--- config.mk ---
export PLATFORM = sky130hd
export DESIGN_NAME = sm_sync_flat
export DESIGN_NICKNAME = d
export VERILOG_FILES = /design/src/rtl/sm_pkg.sv /design/src/rtl/sm_sync_if.sv /design/src/rtl/sm_sync_ch.sv /design/src/rtl/sm_sync.sv /design/src/flat_wrapper.sv
export SDC_FILE = /design/constraint.sdc
export NUM_CORES = 1
export LEC_CHECK = 0
export BUFFER_PORTS_ARGS = -buffer_cell sky130_fd_sc_hd__buf_4
export CAP_MARGIN = 10
export CORE_UTILIZATION = 57
export DETAILED_ROUTE_END_ITERATION = 6
export PLACE_DENSITY = 0.95
export SLEW_MARGIN = 15
export SYNTH_ARGS = -nofsm -noshare
export SYNTH_HDL_FRONTEND = slang
export SYNTH_SLANG_ARGS = --single-unit
--- constraint.sdc ---
create_clock -name clk_sys -period 8.65 [get_ports clk_sys]
set_input_delay 0.865 -clock clk_sys [delete_from_list [all_inputs] [get_ports clk_sys]]
set_output_delay 0.865 -clock clk_sys [all_outputs]
set_load 0.05 [all_outputs]
--- src/rtl/sm_pkg.sv ---
// Shared constants and FSM encoding for the sm_sync front-end aligner.
package sm_pkg;
  localparam int NCH = 8;
  localparam int DW  = 16;
  localparam int TW  = 16;

  localparam logic [0:0] IDLE    = 1'b0;
  localparam logic [0:0] COLLECT = 1'b1;
endpackage

--- src/rtl/sm_sync_if.sv ---
// Channel-in / frame-out bundle between the sensor side and sm_sync.
interface sm_sync_if #(parameter int DW = sm_pkg::DW);
  logic [DW-1:0] ch1_data, ch2_data, ch3_data, ch4_data;
  logic [DW-1:0] ch5_data, ch6_data, ch7_data, ch8_data;
  logic [7:0]    ch_vld;

  logic [DW-1:0] sm1_data, sm2_data, sm3_data, sm4_data;
  logic [DW-1:0] sm5_data, sm6_data, sm7_data, sm8_data;
  logic          sm_vld;
  logic [7:0]    sm_miss;

  modport master (
    output ch1_data, ch2_data, ch3_data, ch4_data,
           ch5_data, ch6_data, ch7_data, ch8_data, ch_vld,
    input  sm1_data, sm2_data, sm3_data, sm4_data,
           sm5_data, sm6_data, sm7_data, sm8_data, sm_vld, sm_miss
  );

  modport slave (
    input  ch1_data, ch2_data, ch3_data, ch4_data,
           ch5_data, ch6_data, ch7_data, ch8_data, ch_vld,
    output sm1_data, sm2_data, sm3_data, sm4_data,
           sm5_data, sm6_data, sm7_data, sm8_data, sm_vld, sm_miss
  );
endinterface

--- src/rtl/sm_sync_ch.sv ---
// One channel slot: capture register plus the got bit for the current frame.
module sm_sync_ch #(
  parameter int DW = 16
) (
  input  logic          clk_sys,
  input  logic          rst_n,
  input  logic          vld,
  input  logic          clr,
  input  logic [DW-1:0] sample,
  output logic [DW-1:0] data,
  output logic          got,
  output logic          dup
);

  // The capture register survives frame boundaries so a missing channel
  // re-emits its last value; only got is cleared when the frame closes.
  always_ff @(posedge clk_sys or negedge rst_n) begin
    if (!rst_n) begin
      data <= '0;
      got  <= 1'b0;
    end else begin
      if (vld)
        data <= sample;
      if (clr)
        got <= 1'b0;
      else if (vld)
        got <= 1'b1;
    end
  end

  assign dup = vld & got;

endmodule

--- src/rtl/sm_sync.sv ---
// Collects one sample per channel into a frame and emits all eight in parallel,
// closing early on a microsecond timeout when a channel goes quiet.
module sm_sync
  import sm_pkg::*;
#(
  parameter int DW = sm_pkg::DW,
  parameter int TW = sm_pkg::TW
) (
  input  logic          clk_sys,
  input  logic          rst_n,
  input  logic          pluse_us,
  input  logic [TW-1:0] cfg_timeout_us,
  sm_sync_if.slave      bus,
  output logic          sm_ovr,
  output logic [7:0]    err_cnt
);

  logic [DW-1:0]  ch_data    [NCH];
  logic [DW-1:0]  cap        [NCH];
  logic [DW-1:0]  frame_data [NCH];
  logic [DW-1:0]  sm_data    [NCH];
  logic [NCH-1:0] vld, got, dup;
  logic [NCH-1:0] miss;
  logic [0:0]     state;
  logic [TW-1:0]  cnt, cnt_inc;
  logic           done, timeout, emit, sm_vld;

  assign vld        = bus.ch_vld;
  assign ch_data[0] = bus.ch1_data;
  assign ch_data[1] = bus.ch2_data;
  assign ch_data[2] = bus.ch3_data;
  assign ch_data[3] = bus.ch4_data;
  assign ch_data[4] = bus.ch5_data;
  assign ch_data[5] = bus.ch6_data;
  assign ch_data[6] = bus.ch7_data;
  assign ch_data[7] = bus.ch8_data;

  for (genvar i = 0; i < NCH; i++) begin : g_ch
    sm_sync_ch #(.DW(DW)) u_ch (
      .clk_sys (clk_sys),
      .rst_n   (rst_n),
      .vld     (vld[i]),
      .clr     (emit),
      .sample  (ch_data[i]),
      .data    (cap[i]),
      .got     (got[i]),
      .dup     (dup[i])
    );
    assign frame_data[i] = vld[i] ? ch_data[i] : cap[i];
  end

  // Completion is blocked in the sm_vld cycle so frames are never back to back;
  // arrivals then simply open the next frame.
  assign cnt_inc = cnt + TW'(1);
  assign done    = ~sm_vld && ((got | vld) == {NCH{1'b1}});
  assign timeout = (state == COLLECT) && pluse_us &&
                   (cfg_timeout_us != '0) && (cnt_inc == cfg_timeout_us);
  assign emit    = done | timeout;

  always_ff @(posedge clk_sys or negedge rst_n) begin
    if (!rst_n) begin
      state <= IDLE;
      cnt   <= '0;
    end else begin
      if (emit)
        state <= IDLE;
      else if ((state == IDLE) && (|vld))
        state <= COLLECT;

      if ((state == IDLE) || emit)
        cnt <= '0;
      else if (pluse_us)
        cnt <= cnt_inc;
    end
  end

  always_ff @(posedge clk_sys or negedge rst_n) begin
    if (!rst_n) begin
      sm_vld  <= 1'b0;
      miss    <= '0;
      sm_ovr  <= 1'b0;
      err_cnt <= '0;
      for (int i = 0; i < NCH; i++)
        sm_data[i] <= '0;
    end else begin
      sm_vld <= emit;
      if (emit) begin
        miss <= done ? '0 : ~(got | vld);
        for (int i = 0; i < NCH; i++)
          sm_data[i] <= frame_data[i];
      end
      if (|dup)
        sm_ovr <= 1'b1;
      if (timeout && !done && (err_cnt != 8'hFF))
        err_cnt <= err_cnt + 8'd1;
    end
  end

  assign bus.sm_vld   = sm_vld;
  assign bus.sm_miss  = miss;
  assign bus.sm1_data = sm_data[0];
  assign bus.sm2_data = sm_data[1];
  assign bus.sm3_data = sm_data[2];
  assign bus.sm4_data = sm_data[3];
  assign bus.sm5_data = sm_data[4];
  assign bus.sm6_data = sm_data[5];
  assign bus.sm7_data = sm_data[6];
  assign bus.sm8_data = sm_data[7];

endmodule

--- src/flat_wrapper.sv ---
// flat-port wrapper written by rule: the top's interface ports become plain ports
module sm_sync_flat import sm_pkg::*;
#(
  parameter int DW = sm_pkg::DW,
  parameter int TW = sm_pkg::TW
)
  (clk_sys, rst_n, pluse_us, cfg_timeout_us, sm_ovr, err_cnt, bus_ch1_data, bus_ch2_data, bus_ch3_data, bus_ch4_data, bus_ch5_data, bus_ch6_data, bus_ch7_data, bus_ch8_data, bus_ch_vld, bus_sm1_data, bus_sm2_data, bus_sm3_data, bus_sm4_data, bus_sm5_data, bus_sm6_data, bus_sm7_data, bus_sm8_data, bus_sm_vld, bus_sm_miss);
  sm_sync_if #(.DW(DW)) bus_i ();
  input  logic clk_sys;
  input  logic rst_n;
  input  logic pluse_us;
  input  logic [TW-1:0] cfg_timeout_us;
  output logic sm_ovr;
  output logic [7:0] err_cnt;
  input wire logic [$bits(bus_i.ch1_data)-1:0] bus_ch1_data;
  input wire logic [$bits(bus_i.ch2_data)-1:0] bus_ch2_data;
  input wire logic [$bits(bus_i.ch3_data)-1:0] bus_ch3_data;
  input wire logic [$bits(bus_i.ch4_data)-1:0] bus_ch4_data;
  input wire logic [$bits(bus_i.ch5_data)-1:0] bus_ch5_data;
  input wire logic [$bits(bus_i.ch6_data)-1:0] bus_ch6_data;
  input wire logic [$bits(bus_i.ch7_data)-1:0] bus_ch7_data;
  input wire logic [$bits(bus_i.ch8_data)-1:0] bus_ch8_data;
  input wire logic [$bits(bus_i.ch_vld)-1:0] bus_ch_vld;
  output wire logic [$bits(bus_i.sm1_data)-1:0] bus_sm1_data;
  output wire logic [$bits(bus_i.sm2_data)-1:0] bus_sm2_data;
  output wire logic [$bits(bus_i.sm3_data)-1:0] bus_sm3_data;
  output wire logic [$bits(bus_i.sm4_data)-1:0] bus_sm4_data;
  output wire logic [$bits(bus_i.sm5_data)-1:0] bus_sm5_data;
  output wire logic [$bits(bus_i.sm6_data)-1:0] bus_sm6_data;
  output wire logic [$bits(bus_i.sm7_data)-1:0] bus_sm7_data;
  output wire logic [$bits(bus_i.sm8_data)-1:0] bus_sm8_data;
  output wire logic [$bits(bus_i.sm_vld)-1:0] bus_sm_vld;
  output wire logic [$bits(bus_i.sm_miss)-1:0] bus_sm_miss;
  assign bus_i.ch1_data = bus_ch1_data;
  assign bus_i.ch2_data = bus_ch2_data;
  assign bus_i.ch3_data = bus_ch3_data;
  assign bus_i.ch4_data = bus_ch4_data;
  assign bus_i.ch5_data = bus_ch5_data;
  assign bus_i.ch6_data = bus_ch6_data;
  assign bus_i.ch7_data = bus_ch7_data;
  assign bus_i.ch8_data = bus_ch8_data;
  assign bus_i.ch_vld = bus_ch_vld;
  assign bus_sm1_data = bus_i.sm1_data;
  assign bus_sm2_data = bus_i.sm2_data;
  assign bus_sm3_data = bus_i.sm3_data;
  assign bus_sm4_data = bus_i.sm4_data;
  assign bus_sm5_data = bus_i.sm5_data;
  assign bus_sm6_data = bus_i.sm6_data;
  assign bus_sm7_data = bus_i.sm7_data;
  assign bus_sm8_data = bus_i.sm8_data;
  assign bus_sm_vld = bus_i.sm_vld;
  assign bus_sm_miss = bus_i.sm_miss;
  sm_sync #(.DW(DW), .TW(TW)) u_core (.clk_sys(clk_sys), .rst_n(rst_n), .pluse_us(pluse_us), .cfg_timeout_us(cfg_timeout_us), .bus(bus_i), .sm_ovr(sm_ovr), .err_cnt(err_cnt));
endmodule
# ---- Word-level counts from Yosys, hierarchy flattened
# Cells that the tools add are included.
dict set report word_totals {
  reg_bits 299
  output_inout_bits 146
  elab_cells 99
}
dict set report op_classes {
  n_addsub 2
  eq_ne 3
  mux 29
  n_bitwise 13
  n_reduce_logical 22
}
# cell n
set op_table {}
lappend op_table {{$mux W16} 10}
lappend op_table {{$reduce_bool A2 Y1} 10}
lappend op_table {{$mux W1} 18}
lappend op_table {{$add A16 B1 Y16 const B} 1}
lappend op_table {{$eq A16 B16 Y1} 1}
lappend op_table {{$reduce_bool A16 Y1} 1}
lappend op_table {{$reduce_or A8 Y1} 2}
lappend op_table {{$add A8 B1 Y8 const B} 1}
lappend op_table {{$and A1 B1 Y1} 8}
lappend op_table {{$eq A8 B8 Y1 const B} 1}
lappend op_table {{$mux W8} 1}
lappend op_table {{$ne A8 B8 Y1 const B} 1}
lappend op_table {{$not A8 Y8} 1}
lappend op_table {{$or A8 B8 Y8} 1}
lappend op_table {{$logic_and A1 B1 Y1} 7}
lappend op_table {{$not A1 Y1} 2}
lappend op_table {{$logic_not A1 Y1} 1}
lappend op_table {{$logic_or A1 B1 Y1} 1}
lappend op_table {{$or A1 B1 Y1} 1}

# ---- Longest topological paths before layout
dict set report depth {
  word_depth 6
  depth_mapped 11
  mapped_depth_nobuf 8
}

# ---- Modules after synthesis
# A second synthesis with hierarchy kept.
dict set report unflattened {
  cells_unflattened 955
  area_unflattened_um2 14112.3
}
# mod instances cells_each area_per_inst_um2
set modules_own_cells {}
lappend modules_own_cells {sm_sync 1 659 8637.0}
lappend modules_own_cells {sm_sync_ch 8 37 684.4}

# ---- Worst setup path before layout
# Ideal clock, no wire load.
dict set report synth_timing {
  kind {flip-flop to flip-flop}
  start {reg u_core.cnt[0]}
  end {reg u_core.sm_data (netlist bit u_core.bus.sm5_data[10])}
  setup_ns 0.125
  arrival_time_ns 2.906
  t_required_ns 8.525
  slack_ns 5.619
  stages_incl_launch_ff 12
  n_path_buf 3
  path_cell_list {dfrtp_1 ha_1 nand3_1 nor4_1 xnor2_1 o211ai_1 or4b_1 buf_2 nand2_4 buf_12 buf_12 mux2_4}
}
dict set report synth_between {
  elab_chain_len 4
}
# item line
set synth_lines {}
lappend synth_lines {{start, declared} sm_sync.sv:25} ;# logic [TW-1:0] cnt, cnt_inc;
lappend synth_lines {{start signal, assigned} sm_sync.sv:73} ;# cnt <= cnt_inc;
lappend synth_lines {{$add A16 B1 Y16} sm_sync.sv:54} ;# assign cnt_inc = cnt + TW'(1);
lappend synth_lines {{$eq A16 B16 Y1} sm_sync.sv:57} ;# (cfg_timeout_us != '0) && (cnt_inc == cfg_timeout_us);
lappend synth_lines {{$logic_and A1 B1 Y1} sm_sync.sv:57}
lappend synth_lines {{$or A1 B1 Y1} sm_sync.sv:58} ;# assign emit = done | timeout;
lappend synth_lines {{end signal, assigned by index} sm_sync.sv:90} ;# sm_data[i] <= frame_data[i];
lappend synth_lines {{end, declared} sm_sync.sv:21} ;# logic [DW-1:0] sm_data [NCH];
# No other way between the ends.
# A chain may end at the register's enable or synchronous reset.

# ---- Worst setup path in the final report
dict set report layout_timing {
  start {reg u_core.cnt[0]}
  end {reg u_core.sm_data (netlist bit u_core.bus.sm1_data[8])}
}
# Same word-level chain as after synthesis.

==> flow_results.xml <==
<?xml version="1.0" encoding="UTF-8"?>
<metrics>
  <group name="clocking">
    <metric name="tritoncts" unit="">done</metric>
    <metric name="post-cts-setup-buffers" unit="">0</metric>
    <metric name="clock_sink_count" unit="">299</metric>
    <metric name="cts_resized" unit="">0</metric>
    <metric name="clock_transition_at_the_register_clock_pins_on_the_worst_setup_and_hold_paths_after_cts" unit="ns">0.06</metric>
    <metric name="cts_htree_levels" unit="">1</metric>
    <metric name="buffers_from_clock_root_to_sink_at_most" unit="">3</metric>
    <metric name="worst_skew_pair.late_latency" unit="ns">0.55</metric>
    <metric name="cts_buffers" unit="">30</metric>
    <metric name="hold_buffers" unit="">0</metric>
    <metric name="ctsRootBufferMaster" unit="">sky130_fd_sc_hd__clkbuf_16</metric>
  </group>
  <group name="pwr">
    <metric name="switchingPower" unit="mW">2.45</metric>
    <metric name="switching_share" unit="%">40.1</metric>
    <metric name="power.total" unit="mW">6.12</metric>
    <metric name="internal_power" unit="mW">3.67</metric>
    <metric name="pwr-share-comb" unit="%">44.2</metric>
    <metric name="pwr-share-seq" unit="%">33.3</metric>
    <metric name="cellPowerDensity" unit="mW/mm^2">393</metric>
    <metric name="power.ir.vdd_worst" unit="V">0.000363</metric>
    <metric name="p_leak" unit="nW">7.15</metric>
    <metric name="clock_power_share" unit="%">22.5</metric>
  </group>
  <group name="place">
    <metric name="pre_cts_slack" unit="ns">3.80</metric>
    <metric name="dpl.hpwl" unit="um">19500</metric>
    <metric name="dp.cells" unit="">1339</metric>
    <metric name="gp_congestion" unit="">0.953</metric>
    <metric name="placement.io_buffers" unit="">300</metric>
    <metric name="detailed_place.area" unit="mm^2">0.0145</metric>
  </group>
  <group name="synth">
    <metric name="netlist.top_cell.by_area" unit="">sky130_fd_sc_hd__dfrtp_1</metric>
    <metric name="syn_avg_cell_area" unit="um^2">15.1</metric>
    <metric name="mappedNetlistArea" unit="mm^2">0.0122</metric>
    <metric name="yosysTopAreaCellShare" unit="%">61.5</metric>
    <metric name="synth_edf_count" unit="">0</metric>
    <metric name="netlist_top_cells_count" unit="">299 x sky130_fd_sc_hd__dfrtp_1, 203 x sky130_fd_sc_hd__mux2_2, 50 x sky130_fd_sc_hd__mux2_4</metric>
    <metric name="ys.flop_type" unit="">sky130_fd_sc_hd__dfrtp_1</metric>
    <metric name="synth.area.top_cells" unit="">sky130_fd_sc_hd__dfrtp_1 61%, sky130_fd_sc_hd__mux2_2 19%, sky130_fd_sc_hd__mux2_4 6.2%</metric>
    <metric name="synth_seq_cells" unit="">299</metric>
    <metric name="synth.yosys.seq_area_share" unit="%">61.5</metric>
    <metric name="yosys.cell_count.top_type" unit="">sky130_fd_sc_hd__dfrtp_1</metric>
    <metric name="asyncSetResetFlopFracSynth" unit="%">100</metric>
    <metric name="synthesis.yosys.warnings" unit="">0</metric>
    <metric name="synth_cell_types" unit="">47</metric>
    <metric name="post_synth_inst_count" unit="">804</metric>
    <metric name="syn-num-nets" unit="">961</metric>
  </group>
  <group name="final_layout">
    <metric name="syn2layout_area_growth" unit="%">27.9</metric>
    <metric name="layout-drive-gt1-share" unit="%">54.6</metric>
    <metric name="total_inserted_antenna_cells" unit="">0</metric>
    <metric name="post_layout_nonfiller_instances" unit="">1395</metric>
    <metric name="post-route-cell-area" unit="mm^2">0.0156</metric>
    <metric name="nNetsFinal" unit="">1253</metric>
  </group>
  <group name="setup_path">
    <metric name="worstSetupStartpointType" unit="">register</metric>
    <metric name="setup.worst_path.end_class" unit="">register</metric>
    <metric name="critical_path.cell_chain" unit="">ha_1 &gt; nand3_1 &gt; nor4_1 &gt; xnor2_1 &gt; o211ai_1 &gt; or4b_1 &gt; nand2_8 &gt; buf_4 &gt; mux2_2</metric>
    <metric name="critical-path-max-stage-delay" unit="ns">0.94</metric>
    <metric name="cell_family_with_the_largest_share_of_critical_path_delay" unit="">simple AND/OR/NAND/NOR gates</metric>
    <metric name="cp_slowest_cell" unit="">sky130_fd_sc_hd__or4b_1</metric>
    <metric name="worstPathArrival" unit="ns">5.40</metric>
    <metric name="timing.critical_path.buf_inv" unit="">1</metric>
    <metric name="worstPathRequired" unit="ns">9.08</metric>
    <metric name="setup.worst_path.class" unit="">register to register</metric>
    <metric name="path_max_fanout" unit="">75</metric>
  </group>
  <group name="die">
    <metric name="dieWidth" unit="um">148</metric>
    <metric name="die_y" unit="um">148</metric>
    <metric name="boundaryPins" unit="">301</metric>
    <metric name="die_area" unit="mm^2">0.0219</metric>
    <metric name="core_area" unit="mm^2">0.0210</metric>
    <metric name="initial_utilization" unit="%">58.1</metric>
    <metric name="placementRows" unit="">53</metric>
  </group>
  <group name="detailed_routing">
    <metric name="detailedRoute.firstIterationViolations" unit="">406</metric>
    <metric name="detailroute.via_count" unit="">7720</metric>
    <metric name="routed_wirelength" unit="um">28600</metric>
    <metric name="drt-pass1-iter-count" unit="">5</metric>
    <metric name="wl_cell" unit="um">20.5</metric>
    <metric name="avgViaCountPerCell" unit="">5.53</metric>
    <metric name="ant_nets" unit="">0</metric>
    <metric name="number_of_remaining_drc_errors" unit="">0</metric>
  </group>
  <group name="outcome">
    <metric name="outcome" unit="">complete, no violations</metric>
  </group>
  <group name="sta">
    <metric name="hold_violations" unit="">0</metric>
    <metric name="fin_tns_setup" unit="ns">0</metric>
    <metric name="period_share" unit="%">57.5</metric>
    <metric name="setup-violations-final" unit="">0</metric>
    <metric name="worst_slew_margin_rel" unit="%">31.2</metric>
    <metric name="drv_slew" unit="">0</metric>
    <metric name="tightestPinTransition" unit="ns">1.03</metric>
    <metric name="timing.final.ws_setup" unit="ns">3.68</metric>
    <metric name="timing.fmax" unit="MHz">201</metric>
    <metric name="grt_setup_unrepaired" unit="">no</metric>
    <metric name="timing.final.crit_period" unit="ns">4.97</metric>
    <metric name="worst_skew" unit="ns">0.0113</metric>
  </group>
  <group name="flow_run">
    <metric name="max-cap-violations" unit="">0</metric>
  </group>
  <group name="grt">
    <metric name="global_route.overflow_total" unit="">0</metric>
    <metric name="grt_antenna_before_repair" unit="">0</metric>
    <metric name="global_route_wire_length_before_repair" unit="um">45200</metric>
    <metric name="globalRouteTotalUtil" unit="%">26.5</metric>
    <metric name="grt_start_max_net_pins" unit="">161</metric>
    <metric name="vias_in_the_first_global_route" unit="">8411</metric>
  </group>
  <group name="min_path">
    <metric name="holdCritPathClass" unit="">primary input to asynchronous set/reset pin</metric>
  </group>
</metrics>
worst reg2reg max path: cells and delay by family (launching register included):
family | cells | cell delay, ns
xor gates and xnor gates | 1 | 0.17
AOI/OAI and AO/OA | 1 | 0.20
buffers and inverters | 1 | 0.93
and+or+nand+nor | 4 | 2.31
adders and majority gates | 1 | 0.28
DFF | 1 | 0.47
muxes | 1 | 0.49
routing by layer:
metal	part of all wire [%]	global-route usage [%]	vias up
li1	-	-	3441
met1	39	32.8	3887
met2	51	45.5	321
met3	7.4	6.32	71
met4	3.3	9.69	0
met5	0	0	-
power groups by stage:
stage / Clock [mW] / Sequential (mW) / Combinational [mW]
after CTS: 1.40 / 2.04 / 2.72
after floorplan: 0 / 3.09 / 0.913
after global routing: 1.45 / 2.08 / 2.81
after detailed placement: 0 / 2.04 / 2.71
after global placement: 0 / 2.02 / 2.66
final: 1.38 / 2.04 / 2.70
layout by cell type, fill, tap and decap left out, types with 2 or more instances in the layout:
| master | netlist | routed |
|---|---|---|
| sky130_fd_sc_hd__ha_1 | 2 | 2 |
| sky130_fd_sc_hd__o31ai_1 | 4 | 4 |
| sky130_fd_sc_hd__and3_1 | 8 | 8 |
| sky130_fd_sc_hd__o22ai_1 | 2 | 2 |
| sky130_fd_sc_hd__nor4_1 | 15 | 15 |
| sky130_fd_sc_hd__dfrtp_1 | 299 | 299 |
| sky130_fd_sc_hd__xor2_1 | 23 | 23 |
| sky130_fd_sc_hd__inv_1 | 2 | 2 |
| sky130_fd_sc_hd__nand3_1 | 22 | 22 |
| sky130_fd_sc_hd__nand4_1 | 11 | 11 |
| sky130_fd_sc_hd__or4_1 | 2 | 2 |
| sky130_fd_sc_hd__xnor2_1 | 20 | 20 |
| sky130_fd_sc_hd__mux2_1 | 4 | 4 |
| sky130_fd_sc_hd__clkbuf_8 | 0 | 3 |
| sky130_fd_sc_hd__nand2b_1 | 3 | 3 |
| sky130_fd_sc_hd__clkbuf_16 | 0 | 30 |
| sky130_fd_sc_hd__clkinv_2 | 0 | 7 |
| sky130_fd_sc_hd__nor3_1 | 6 | 6 |
| sky130_fd_sc_hd__buf_4 | 8 | 300 |
| sky130_fd_sc_hd__o21ai_0 | 6 | 6 |
| sky130_fd_sc_hd__a31oi_1 | 2 | 2 |
| sky130_fd_sc_hd__a21oi_1 | 3 | 3 |
| sky130_fd_sc_hd__mux2i_1 | 2 | 2 |
| sky130_fd_sc_hd__mux2_4 | 50 | 50 |
| sky130_fd_sc_hd__nand2_1 | 13 | 13 |
| sky130_fd_sc_hd__a22o_1 | 2 | 2 |
| sky130_fd_sc_hd__o211ai_1 | 3 | 3 |
| sky130_fd_sc_hd__mux2_2 | 203 | 203 |
| sky130_fd_sc_hd__clkbuf_1 | 20 | 8 |
| sky130_fd_sc_hd__or2_2 | 4 | 4 |
| sky130_fd_sc_hd__nor2_1 | 35 | 35 |
| sky130_fd_sc_hd__o2111ai_1 | 2 | 2 |
| sky130_fd_sc_hd__bufinv_16 | 0 | 6 |
cell type report:
class	count	area (um^2)
inverter	2	7.51
fill	1267	5390
clock buffer	41	822
tap	275	344
timing repair buffer	302	2290
sequential	299	7480
multi-input combinational	461	4390
clock inverter	15	239
per-stage QoR:
step / hold WS, ns / util [%]
after floorplan: 0.456 / -
final: 0.444 / 74.3
after detailed placement: 0.474 / 69.2
after CTS: 0.481 / 74.3
after global routing: 0.500 / 74.3
after global placement: 0.462 / 69.2
worst paths after layout:
path	start	endpoint	slack (ns)	cells after the start
setup reg to reg	u_core.cnt[0]$_DFFE_PN0P_	u_core.bus.sm1_data[8]$_DFFE_PN0P_	3.68	9
hold / removal	rst_n	u_core.g_ch[7].u_ch.data[8]$_DFF_PN0_	0.44	1
min in group clk_sys	u_core.g_ch[4].u_ch.data[3]$_DFF_PN0_	u_core.g_ch[4].u_ch.data[3]$_DFF_PN0_	0.50	1
hold reg to reg	u_core.g_ch[4].u_ch.data[3]$_DFF_PN0_	u_core.g_ch[4].u_ch.data[3]$_DFF_PN0_	0.50	1
setup / recovery	u_core.cnt[0]$_DFFE_PN0P_	u_core.bus.sm1_data[8]$_DFFE_PN0P_	3.68	9
max in group asynchronous	rst_n	u_core.g_ch[4].u_ch.data[15]$_DFF_PN0_	6.81	2
state kept, by name, summed over array words and instances (netlist names), 16 cells and up:
register,flops
u_core.g_ch.u_ch.data,128
u_core.bus.sm3_data,16
u_core.bus.sm4_data,16
u_core.bus.sm2_data,16
u_core.bus.sm6_data,16
u_core.cnt,16
u_core.bus.sm8_data,16
u_core.bus.sm7_data,16
u_core.bus.sm5_data,16
u_core.bus.sm1_data,16
kinds of logic after synthesis:
family | Yosys count | share of synthesized area [%]
adder cells (fa/ha/maj) | 2 | 0.206
flip-flops | 299 | 61.5
multiplexers | 259 | 25.5
AND/OR/NAND/NOR | 126 | 5.41
buffers and inverters | 44 | 2.56
XOR/XNOR | 43 | 3.09
AO/OA/AOI/OAI | 31 | 1.78
(Power assumes the default switching activity.)
